===== src/rtl/uart_tx_cfg.sv =====
// uart_tx_cfg: configurable UART transmitter.
// Sends one character per ready/valid handshake, LSB first. The character
// width is fixed at build time. Parity and stop-bit count are latched per
// frame together with the data, so input changes after accept cannot
// disturb a frame in flight.
//
// Ports
//   clk          system clock, rising edge
//   rst          asynchronous reset, active high
//   s_valid      character available on s_data
//   s_ready      transmitter can accept a character this cycle (IDLE)
//   s_data       character, DATA_WIDTH bits
//   parity_mode  00 none, 01 even, 10 odd, 11 none
//   stop2        0 = one stop bit, 1 = two stop bits
//   tx           serial line, idle high, registered
//   busy         frame in progress
//   tx_done      one-cycle pulse in the first IDLE cycle after a frame
//
// state  | meaning
// IDLE   | line high, waiting for s_valid
// START  | start bit (low) for DIV cycles
// DATA   | data bit bit_cnt for DIV cycles, bits 0..DATA_WIDTH-1
// PARITY | parity bit for DIV cycles (even/odd mode only)
// STOP   | stop bit(s) high; bit_cnt counts the second stop bit
module uart_tx_cfg #(
   parameter int CLOCK_SPEED = 50_000_000,
   parameter int BAUD_RATE   = 115_200,
   parameter int DATA_WIDTH  = 8
) (
   input  logic                  clk,
   input  logic                  rst,
   input  logic                  s_valid,
   output logic                  s_ready,
   input  logic [DATA_WIDTH-1:0] s_data,
   input  logic [1:0]            parity_mode,
   input  logic                  stop2,
   output logic                  tx,
   output logic                  busy,
   output logic                  tx_done
);

   localparam int DIV    = CLOCK_SPEED / BAUD_RATE;
   localparam int BAUD_W = (DIV > 1) ? $clog2(DIV) : 1;
   localparam int BIT_W  = $clog2(DATA_WIDTH + 1);

   localparam logic [BAUD_W-1:0] BAUD_LAST = BAUD_W'(DIV - 1);
   localparam logic [BIT_W-1:0]  BIT_LAST  = BIT_W'(DATA_WIDTH - 1);

   if (DIV < 2) begin : g_div_check
      $error("uart_tx_cfg: CLOCK_SPEED / BAUD_RATE must be at least 2");
   end
   if (DATA_WIDTH < 5 || DATA_WIDTH > 9) begin : g_width_check
      $error("uart_tx_cfg: DATA_WIDTH must be in 5..9");
   end

   typedef enum logic [2:0] {
      S_IDLE,
      S_START,
      S_DATA,
      S_PARITY,
      S_STOP
   } state_t;

   state_t                state_q, state_d;
   logic [BAUD_W-1:0]     baud_cnt_q, baud_cnt_d;
   logic [BIT_W-1:0]      bit_cnt_q, bit_cnt_d;
   logic [DATA_WIDTH-1:0] data_q, data_d;
   logic [1:0]            par_mode_q, par_mode_d;
   logic                  stop2_q, stop2_d;
   logic                  tx_q, tx_d;
   logic                  tx_done_q, tx_done_d;

   logic                  baud_last;
   logic                  parity_en;
   logic                  parity_bit;
   logic [DATA_WIDTH-1:0] data_shift;

   assign baud_last  = (baud_cnt_q == BAUD_LAST);
   assign parity_en  = (par_mode_q == 2'b01) || (par_mode_q == 2'b10);
   assign parity_bit = (^data_q) ^ (par_mode_q == 2'b10);
   assign data_shift = data_q >> bit_cnt_q;

   always_ff @(posedge clk or posedge rst) begin
      if (rst) begin
         state_q    <= S_IDLE;
         baud_cnt_q <= '0;
         bit_cnt_q  <= '0;
         data_q     <= '0;
         par_mode_q <= '0;
         stop2_q    <= 1'b0;
         tx_q       <= 1'b1;
         tx_done_q  <= 1'b0;
      end else begin
         state_q    <= state_d;
         baud_cnt_q <= baud_cnt_d;
         bit_cnt_q  <= bit_cnt_d;
         data_q     <= data_d;
         par_mode_q <= par_mode_d;
         stop2_q    <= stop2_d;
         tx_q       <= tx_d;
         tx_done_q  <= tx_done_d;
      end
   end

   always_comb begin
      state_d    = state_q;
      baud_cnt_d = baud_cnt_q;
      bit_cnt_d  = bit_cnt_q;
      data_d     = data_q;
      par_mode_d = par_mode_q;
      stop2_d    = stop2_q;
      tx_done_d  = 1'b0;

      if (state_q != S_IDLE) begin
         baud_cnt_d = baud_last ? '0 : baud_cnt_q + BAUD_W'(1);
      end

      unique case (state_q)
         S_IDLE: begin
            if (s_valid) begin
               data_d     = s_data;
               par_mode_d = parity_mode;
               stop2_d    = stop2;
               bit_cnt_d  = '0;
               baud_cnt_d = '0;
               state_d    = S_START;
            end
         end
         S_START: begin
            if (baud_last) begin
               state_d = S_DATA;
            end
         end
         S_DATA: begin
            if (baud_last) begin
               if (bit_cnt_q == BIT_LAST) begin
                  bit_cnt_d = '0;
                  state_d   = parity_en ? S_PARITY : S_STOP;
               end else begin
                  bit_cnt_d = bit_cnt_q + BIT_W'(1);
               end
            end
         end
         S_PARITY: begin
            if (baud_last) begin
               state_d = S_STOP;
            end
         end
         S_STOP: begin
            if (baud_last) begin
               // bit_cnt is 0 during the first stop bit, 1 during the second
               if (stop2_q && (bit_cnt_q == '0)) begin
                  bit_cnt_d = BIT_W'(1);
               end else begin
                  bit_cnt_d = '0;
                  state_d   = S_IDLE;
                  tx_done_d = 1'b1;
               end
            end
         end
         default: begin
            state_d = S_IDLE;
         end
      endcase
   end

   // The line level is registered from the current state, so it lags the
   // state register by one cycle: accept at edge 0, start bit from edge 1.
   always_comb begin
      tx_d = 1'b1;
      unique case (state_q)
         S_IDLE:   tx_d = 1'b1;
         S_START:  tx_d = 1'b0;
         S_DATA:   tx_d = data_shift[0];
         S_PARITY: tx_d = parity_bit;
         S_STOP:   tx_d = 1'b1;
         default:  tx_d = 1'b1;
      endcase
   end

   assign s_ready = (state_q == S_IDLE);
   assign busy    = !s_ready;
   assign tx      = tx_q;
   assign tx_done = tx_done_q;

endmodule


===== config.mk =====
export PLATFORM = sky130hd
export DESIGN_NAME = uart_tx_cfg
export DESIGN_NICKNAME = d
export VERILOG_FILES = /design/src/rtl/uart_tx_cfg.sv
export SDC_FILE = /design/constraint.sdc
export NUM_CORES = 1
export LEC_CHECK = 0
export CAP_MARGIN = 20
export CORE_ASPECT_RATIO = 1.1
export CORE_MARGIN = 4
export CORE_UTILIZATION = 31
export CTS_BUF_LIST = sky130_fd_sc_hd__clkbuf_8
export DETAILED_ROUTE_END_ITERATION = 10
export DONT_BUFFER_PORTS = 1
export SYNTH_ARGS = -nofsm -noshare
export SYNTH_HDL_FRONTEND = slang
export SYNTH_SLANG_ARGS = --single-unit

===== constraint.sdc =====
create_clock -name clk -period 4.9 [get_ports clk]
set_clock_uncertainty 0.05 [all_clocks]
set_input_delay 0.98 -clock clk [delete_from_list [all_inputs] [get_ports clk]]
set_output_delay 0.98 -clock clk [all_outputs]
set_load 0.02 [all_outputs]

# Word-level counts from Yosys, hierarchy flattened

Index checks and enable logic that the tools add are counted.

Add/subtract/negate cells: 2
$mul: 0
Divide/modulo/power cells: 0
$lt $le $gt $ge: 0
Equal/unequal tests: 15
Shift-type cells: 1
Muxes and demuxes: 23
Bitwise logic cells: 1
Reductions and logical operators: 11

Operators by type and width:

| operator                                                        | number |
|---|---|
| 9-bit two-way mux                                               | 4 |
| 3-bit two-way mux                                               | 8 |
| 4-bit two-way mux                                               | 4 |
| 3-bit case mux with 5 select lines                              | 1 |
| 2-bit != test, second input constant                            | 7 |
| 4-bit case mux with 3 select lines                              | 1 |
| 9-bit by 1-bit adder with 9-bit output, second input constant   | 1 |
| 9-bit == test, second input constant                            | 1 |
| 8-bit XOR reduction                                             | 1 |
| 8-bit by 4-bit right shift with 1-bit output                    | 1 |
| 7-bit AND reduction                                             | 1 |
| 3-bit by 2-bit == test with 1-bit output, second input constant | 2 |
| 3-bit nonzero test                                              | 2 |
| 4-bit by 1-bit adder with 4-bit output, second input constant   | 1 |
| 4-bit by 3-bit == test with 1-bit output, second input constant | 1 |
| 4-bit logical NOT                                               | 1 |
| 1-bit two-way mux                                               | 4 |
| 4-bit AND reduction                                             | 1 |
| 3-bit by 1-bit == test with 1-bit output, second input constant | 1 |
| 3-bit == test, second input constant                            | 1 |
| 3-bit logical NOT                                               | 1 |
| 1-bit case mux with 3 select lines                              | 1 |
| 2-bit by 1-bit == test with 1-bit output, second input constant | 1 |
| 2-bit == test, second input constant                            | 1 |
| other kinds (5)                                                 | 5 |

Flip-flop bits (word level): 29
Bits in latches: 0
Memory bits (writable): 0
Bits in read-only memories: 0
Input bits: 14
Output and inout bits: 4
Logic and storage cells: 61
Memories kept: 0

# Longest topological paths before layout

Gate-level depths: netlist of run 1.

Depth after elaboration: 6
Gate-level depth with buffers: 7
Gate-level depth less buffers: 6

# Least setup slack after synthesis of run 1

Ideal clock, no wire load.

Path kind: register to output
Start: reg state_q[0]
End: out s_ready
Data arrival time: 1059 ps
Required time: 3870 ps
Slack: 2811 ps
Stages on the path, launching flop included: 4
Path buffers: 1
Path through: dfrtp_1 -> or3_1 -> buf_2 -> inv_2

Word-level cells in the longest chain between the ends: 1

RTL lines:

| item                   | line | text |
|---|---|---|
| from (decl)            | 64   | `state_t state_q, state_d;` |
| from (signal assigned) | 94   | `state_q <= state_d;` |
| 3-bit logical NOT      | 181  | `assign s_ready = (state_q == S_IDLE);` |
| to (decl)              | 33   | `output logic s_ready,` |

Every way passes these cells.

# Worst setup path after layout of run 1

Same ends and word-level chain as after synthesis.

==> impl_metrics.yaml, run 1 <==
synth:
  avgSynthCellArea_um2: 10.6
  yosysWarnings: 0
  synth_compound_area_frac: 0.143
  ys_types: 47
  synth_top_family_by_area: "simple AND/OR/NAND/NOR gates"
  synth.area.mux_share: 0.112
  synthAdderAreaFrac: 0.0368
  syn_area_mm2: 0.00170
  synth_xor_area_frac: 0.0522
  synth_top_flop_cell: "dfrtp_1"
  yosys.area_share.simple: 0.180
  ys_ff_latch: 29
  async_flop_share: 1.00
  postSynthNetCount: 180
  syn_inst: 161
  ys_seq_area_frac: 0.428
  synth_edf_count: 0
drt:
  first_pass_iters: 4
  drc: 0
  vias_per_cell: 5.09
  wirelength_um: 3370
  ant_nets: 0
  drt_iter0_drc: 50
  vias: 1216
  post_drt_wl_per_cell_um: 14.1
clock_network:
  holdBufCountCts: 0
  post_cts_buffers: 0
  clk_latency_ps: 280
  cts_buffers: 5
  clock-sinks: 29
  root_buffer: "clkbuf_8"
  cts_tree: "built"
  post_cts_resized: 0
  h-tree-depth: 2
  clkTransAtPathRegs_ps: 60
  clock_path_buffers: 2
timing:
  rsz0062_at_grt: "no"
  slew_viol_final: 0
  relSlewSlack: 0.601
  finalHoldViolations: 0
  fin_crit_sh: 0.543
  setup_violations: 0
  period_needed_ps: 2660
  tightestPinTransition_ps: 598
  fmax_mhz: 376
  fin_tns_setup_ps: 0
setup_path:
  crit_buf_inv: 1
  critical_path_class: "flop to primary output"
  end_kind: "primary output"
  critPathMaxStageDelay_ps: 610
  cp_top_family: "simple AND/OR/NAND/NOR gates"
  slowest_stage: "or3_1"
  arrival_ps: 1630
  crit_fanout: 14
  worstPathRequired_ps: 3870
  setup.worst_path.start_class: "flop"
  crit_chain: "or3_1 > inv_2"
layout:
  final_layout_size_suffix_gt1_frac: 0.152
  layout.nets: 182
  area_growth_pct: 9.34
  diodes: 0
  fill_cells: 521
grt:
  grt_first_pass_wirelength_um: 5820
  antenna_found_initial: 0
  grt_remaining_overflow: 0
  grt_pass1_vias: 1220
  track_usage: 0.110
  grt_max_degree: 24
die:
  io_pins: 18
  coreArea_mm2: 0.00536
  dieWidth_um: 78.6
  dieArea_mm2: 0.00674
  num_rows: 28
  die_y_um: 85.7
  start_util: 0.317
placed_design:
  place.detailed.hpwl_um: 2480
  portBuffers: 0
  routabilityCongestion: 0.768
power:
  total_power_mw: 1.11
  seqPwrFrac: 0.392
  peakVddDrop_uv: 300
  power-per-cell-area_mw_per_mm2: 596
  combinationalPowerShare: 0.442
  p_clk_frac: 0.166
  p_sw_frac: 0.387
  p_int_mw: 0.680
  p_leak_nw: 0.754
  switching_power_mw: 0.429
hold_path:
  hold_class: "flop to flop"
run_status:
  status: "finished clean"
run:
  drv_cap: 0
==> cell usage after synthesis, types with 4 or more instances <==
master	n	area, µm²
nand2_1	15	56.3
xnor2_1	4	35.0
o21ai_0	16	80.1
nor2_1	7	26.3
dfrtp_1	28	701
nor3b_1	6	45.0
ha_1	5	62.6
a211oi_1	4	30.0
a21oi_1	5	25.0
inv_1	9	33.8
nand3_1	5	25.0
mux2_2	10	113
==> sequential cells by signal, summed over array words and instances, names as in the netlist <==
name        count
baud_cnt_q      9
bit_cnt_q       4
data_q          8
par_mode_q      2
state_q         3
stop2_q         1
tx              1
tx_done         1
==> cell families (layout without fill, tap and decap cells) <==
family,Yosys count,in the layout
and+or+nand+nor,53,53
AOI/OAI and AO/OA,36,36
adders and majority gates,5,5
DFF,29,29
buffers and inverters,16,19
muxes,15,15
xor gates and xnor gates,7,7
==> metrics by stage <==
step           area [µm²]  worst slack [ps]  std cells  utilization  hold slack, ps
3_3_place_gp         1750              2530        230        0.327             453
4_1_cts              1860              2230        239        0.347             469
6_report             1860              2240        239        0.347             463
5_1_grt              1860              2130        239        0.347             487
3_5_place_dp         1780              2500        231        0.332             454
2_1_floorplan        1700              2810        161            -             423
==> routing by layer <==
metal / track usage / up-vias / wire length (µm) / part of all wire
met3: 0.0473 / 9 / 189 / 0.056
li1: - / 590 / - / -
met2: 0.181 / 25 / 1640 / 0.49
met5: 0 / - / 0 / 0
met4: 0.0350 / 0 / 65 / 0.019
met1: 0.130 / 592 / 1470 / 0.44
==> area by class of cell <==
class / count / area (µm²) / share of cell area
Clock buffer: 5 / 68.8 / 0.0370
Inverter: 10 / 37.5 / 0.0202
Multi-Input combinational cell: 116 / 892 / 0.480
Timing Repair Buffer: 1 / 27.5 / 0.0148
Tap cell: 75 / 93.8 / 0.0505
Clock inverter: 3 / 12.5 / 0.00673
Sequential cell: 29 / 727 / 0.391
==> final timing paths <==
check	start	to	slack, ps	cells past startpoint
max reg2reg	state_q[0]	data_q[2]	2490	4
max	state_q[0]	s_ready	2240	2
min reg2reg	stop2_q	stop2_q	460	1
min	stop2_q	stop2_q	460	1
max in group asynchronous	rst	tx	3780	2
min in group asynchronous	rst	baud_cnt_q[2]	500	1
==> power groups by stage <==
stage                     Combinational [mW]  Sequential [mW]  Clock, mW
after floorplan                        0.452            0.396          0
after global placement                 0.487            0.438          0
after detailed placement               0.494            0.440          0
after CTS                              0.499            0.436      0.189
after global routing                   0.559            0.453      0.201
final                                  0.491            0.435      0.184
==> cell usage in the layout, fill, tap and decap left out, types with 2 or more instances in the layout <==
master	count
a211oi_1	4
nand3_1	5
ha_1	5
clkbuf_8	5
nor3b_1	6
xnor3_1	2
o31ai_1	2
nor2_1	7
mux2_1	2
or3_1	2
inv_1	11
o21ai_0	16
mux2_2	10
nor3_1	2
nand4_1	3
a21oi_1	5
and2_1	2
xnor2_1	4
dfrtp_1	28
mux4_2	2
nand2_1	15
==> worst reg2reg max path: cells and delay by family (launching register included) <==
family / cells / cell delay, ps
buffers and inverters: 1 / 240
AND/OR/NAND/NOR: 2 / 1100
flip-flops: 1 / 500
multiplexers: 1 / 400
No activity file was read; power rests on OpenSTA's default activity.
==> run 2: changes to the inputs <==
==> constraint.sdc (replaced) <==
create_clock -name clk -period 2.55 [get_ports clk]
set_clock_uncertainty 0.05 [all_clocks]
set_input_delay 0.51 -clock clk [delete_from_list [all_inputs] [get_ports clk]]
set_output_delay 0.51 -clock clk [all_outputs]
set_load 0.02 [all_outputs]
==> run 2 against run 1 <==
Final area is 3.4% higher. Non-clock buffer count is 4 higher. Die area stayed put. Combinational power is 110% higher. Worst setup slack worse by 1700 ps. Critical endpoint is now data_q[5].
==> impl_metrics.yaml, run 2 (synthesis gave the netlist of run 1 again) <==
clock_network:
  clock-sinks: 29
  cts_tree: "built"
  post_cts_resized: 0
  cts_buffers: 5
  clk_latency_ps: 290
  h-tree-depth: 2
  clock_path_buffers: 2
  clkTransAtPathRegs_ps: 70
  post_cts_buffers: 0
  root_buffer: "clkbuf_8"
  holdBufCountCts: 0
setup_path:
  r2r_setup_slack_ps: 550
  arrival_ps: 2120
  r2r_end: "data_q[5]"
  critical_path_class: "flop to flop"
  crit_fanout: 12
  worstPathRequired_ps: 2670
  reg2reg_from: "state_q[0]"
  rr_worst_depth: 4
  setup.worst_path.start_class: "flop"
  end_kind: "flop"
placed_design:
  place_inst: 235
  portBuffers: 0
  place.detailed.hpwl_um: 2540
  routabilityCongestion: 0.801
  placed_area_mm2: 0.00179
grt:
  antenna_found_initial: 0
  grt_pass1_vias: 1199
  grt_first_pass_wirelength_um: 5950
  grt_max_degree: 16
  track_usage: 0.113
  grt_remaining_overflow: 0
die:
  die_y_um: 85.7
  io_pins: 18
  dieWidth_um: 78.6
  dieArea_mm2: 0.00674
  num_rows: 28
  coreArea_mm2: 0.00536
  start_util: 0.317
layout:
  largest_register_ffs: 9
  area_growth_pct: 13.0
  final_layout_size_suffix_gt1_frac: 0.185
  layout.nets: 186
  mostFrequentLayoutCells: "dfrtp_1, o21ai_0, nand2_1, mux2_2, inv_1"
  layout_commonest_cell: "dfrtp_1"
  fin_cells: 243
  final_cell_area_mm2: 0.00192
  regArea_um2: 727
  fill_cells: 541
  top_register: "baud_cnt_q"
  multi_input_area_um2: 892
  top_regs: "baud_cnt_q x9, data_q x8, bit_cnt_q x4"
  diodes: 0
  fin_util: 0.359
timing:
  fmax_mhz: 499
  fin_crit_sh: 0.785
  period_needed_ps: 2000
  setup_violations: 0
  tightestPinTransition_ps: 614
  rsz0062_at_grt: "no"
  relSlewSlack: 0.589
  slew_viol_final: 0
  fin_tns_setup_ps: 0
  finalHoldViolations: 0
drt:
  wirelength_um: 3430
  post_drt_wl_per_cell_um: 14.1
  first_pass_iters: 4
  ant_nets: 0
  drc: 0
  drt_iter0_drc: 42
  vias_per_cell: 4.95
  vias: 1204
power:
  peakVddDrop_uv: 514
  p_leak_nw: 0.784
  power-per-cell-area_mw_per_mm2: 1240
run_status:
  status: "finished clean"
hold_path:
  hold_class: "input port to async pin"
run:
  drv_cap: 0
## run 2: worst max-delay path, stage by stage, from the launching register on
cell and delay [ps]:
dfrtp_1 370, or3_1 400, inv_2 170, and2_1 500, mux2_2 400
## run 2: layer usage
layer | global-route usage | vias to the layer above | share of wire | wire length, µm
met3 | 0.0305 | 5 | 0.046 | 159
li1 | - | 595 | - | -
met2 | 0.178 | 22 | 0.49 | 1660
met4 | 0.0541 | 0 | 0.015 | 51
met5 | 0 | - | 0 | 0
met1 | 0.142 | 582 | 0.45 | 1550
## run 2: layout make-up
type,count,area share
Timing Repair Buffer,5,0.0195
Sequential cell,29,0.378
Multi-Input combinational cell,116,0.464
Clock buffer,5,0.0358
Inverter,10,0.0195
Tap cell,75,0.0488
Clock inverter,3,0.0339
## run 2: power by group
group	total [mW]	leakage, nW	internal, mW	switching [mW]
Sequential	0.785	0.369	0.630	0.155
Clock	0.575	0.0681	0.388	0.187
Combinational	1.03	0.347	0.526	0.506
## run 2: through the flow
stage          total power, mW  setup WS (ps)  hold slack (ps)
2_1_floorplan             1.63            630              423
3_3_place_gp              1.84            565              422
3_5_place_dp              1.84            521              430
4_1_cts                   2.42            517              122
5_1_grt                   2.57            413              160
6_report                  2.39            548             97.1
## run 2: how the worst max path moves through the flow
| stage | from | to | cells after the start |
|---|---|---|---|
| 3_3_place_gp | state_q[0] | data_q[6] | 4 |
| 6_report | state_q[0] | data_q[5] | 4 |
| 2_1_floorplan | state_q[0] | data_q[0] | 6 |
| 3_5_place_dp | state_q[0] | data_q[5] | 4 |
| 4_1_cts | state_q[0] | data_q[5] | 4 |
| 5_1_grt | state_q[0] | data_q[5] | 4 |
==> run 3: changes to the inputs <==
==> constraint.sdc (replaced) <==
create_clock -name clk -period 1.8 [get_ports clk]
set_clock_uncertainty 0.05 [all_clocks]
set_input_delay 0.36 -clock clk [delete_from_list [all_inputs] [get_ports clk]]
set_output_delay 0.36 -clock clk [all_outputs]
set_load 0.02 [all_outputs]
==> run 3 against run 2 <==
Combinational power increased by 74%. First-iteration DRC count increased by 24%. Sequential cell count unchanged. Sequential share of layout area decreased by 3.9 points.
==> impl_metrics.yaml, run 3 (synthesis gave the netlist of run 1 again) <==
run_status:
  status: "finished clean"
die:
  die_y_um: 85.7
  dieWidth_um: 78.6
  coreArea_mm2: 0.00536
  start_util: 0.317
  num_rows: 28
  io_pins: 18
  dieArea_mm2: 0.00674
clock_network:
  cts_tree: "built"
  root_buffer: "clkbuf_8"
  clock_path_buffers: 2
  clk_latency_ps: 280
  clock-sinks: 29
  clkTransAtPathRegs_ps: 80
  h-tree-depth: 2
  cts_buffers: 5
power:
  seqPwrFrac: 0.294
  p_int_mw: 2.42
  combinationalPowerShare: 0.484
  p_leak_nw: 0.922
  switching_power_mw: 1.27
  p_clk_frac: 0.222
  power-per-cell-area_mw_per_mm2: 1720
  peakVddDrop_uv: 780
  p_sw_frac: 0.344
placed_design:
  place.detailed.hpwl_um: 2790
  post-place-ws_ps: 29.3
  routabilityCongestion: 0.779
  portBuffers: 0
  placed_area_mm2: 0.00197
timing:
  period_needed_ps: 1730
  fin_crit_sh: 0.963
  finalHoldViolations: 0
  slew_viol_final: 0
  setup_ws_ps: 66.9
  rsz0062_at_grt: "yes"
  fin_tns_setup_ps: 0
  fmax_mhz: 577
  tightestPinTransition_ps: 385
  relSlewSlack: 0.743
  setup_violations: 0
hold_path:
  hp-start: "s_data[2]"
  whs_endpoint: "data_q[2]"
  hold_depth: 1
  hold_class: "input port to flop"
layout:
  diodes: 0
  area_growth_pct: 26.2
  mostFrequentLayoutCells: "buf_4, dfrtp_1, o21ai_0, nand2_1, mux2_2"
  final_layout_size_suffix_gt1_frac: 0.325
  top_regs: "baud_cnt_q x9, data_q x8, bit_cnt_q x4"
  top_register: "baud_cnt_q"
  layout.nets: 212
  layout_commonest_cell: "buf_4"
  final_cell_area_mm2: 0.00215
  largest_register_ffs: 9
setup_path:
  crit_chain: "or3_4 > inv_4 > buf_4"
  r2r_end: "state_q[0]"
  setup.worst_path.start_class: "flop"
  critPathMaxStageDelay_ps: 420
  crit_buf_inv: 2
  critical_path_class: "flop to primary output"
  arrival_ps: 1320
  reg2reg_from: "bit_cnt_q[0]"
  crit_fanout: 4
  slowest_stage: "or3_4"
  rr_worst_depth: 6
  cp_top_family: "simple AND/OR/NAND/NOR gates"
  r2r_setup_slack_ps: 70
  worstPathRequired_ps: 1390
  end_kind: "primary output"
grt:
  grt_max_degree: 30
  antenna_found_initial: 0
  grt_remaining_overflow: 0
  track_usage: 0.121
  grt_first_pass_wirelength_um: 6500
  grt_pass1_vias: 1413
drt:
  first_pass_iters: 4
  vias: 1288
  post_drt_wl_per_cell_um: 13.6
  ant_nets: 0
  wirelength_um: 3650
  drt_iter0_drc: 52
  drc: 0
  vias_per_cell: 4.79
run:
  drv_cap: 0
==> run 3: worst reg2reg max path: cells and delay by family (launching register included) <==
family | cells | cell delay [ps]
AO/OA/AOI/OAI | 1 | 110
adder cells (fa/ha/maj) | 1 | 130
buffers and inverters | 1 | 60
flip-flops | 1 | 390
multiplexers | 1 | 320
AND/OR/NAND/NOR | 2 | 560
==> run 3: worst max-delay path by stage <==
stage,from,to,slack [ps],cells past startpoint
2_1_floorplan,state_q[0],data_q[0],0.09,6
3_3_place_gp,baud_cnt_q[1],state_q[0],70,6
3_5_place_dp,baud_cnt_q[1],state_q[2],30,6
4_1_cts,state_q[0],s_ready,8,3
5_1_grt,baud_cnt_q[2],state_q[0],-30,4
6_report,state_q[0],s_ready,70,3
==> run 3: metrics by stage <==
step,utilization,cells,total power [mW],hold WS [ps]
4_1_cts,0.394,267,3.70,165
5_1_grt,0.400,269,3.97,159
6_report,0.400,269,3.69,170
3_3_place_gp,0.368,258,2.83,301
3_5_place_dp,0.368,258,2.86,305
2_1_floorplan,-,161,2.35,387
==> run 3: cell type report <==
type / instances / area (µm²)
Fill cell: 528 / 3210
Multi-Input combinational cell: 116 / 916
Sequential cell: 29 / 727
Timing Repair Buffer: 31 / 235
Tap cell: 75 / 93.8
Clock buffer: 5 / 68.8
Clock inverter: 3 / 65.1
Inverter: 10 / 40.0
==> run 3: power groups by stage <==
stage | combinational (mW) | clock, mW | sequential (mW)
CTS | 1.78 | 0.836 | 1.09
global placement | 1.74 | 0 | 1.09
finish | 1.79 | 0.818 | 1.09
global route | 1.98 | 0.868 | 1.12
detailed placement | 1.76 | 0 | 1.10
floorplan | 1.27 | 0 | 1.08
==> run 3: routing by layer <==
layer,up-vias,GRT usage,wire (µm)
li1,648,-,-
met1,627,0.138,1550
met2,8,0.223,1970
met3,5,0.0284,75
met4,0,0.0334,49
met5,-,0,0
==> run 3: repair_timing <==
action | CTS | global route
gates resized for setup | 0 | 5
setup buffers | 0 | 2
endpoints found under the hold margin | 9 | 0
setup endpoints to repair | 0 | 6
hold buffers | 1 | 0
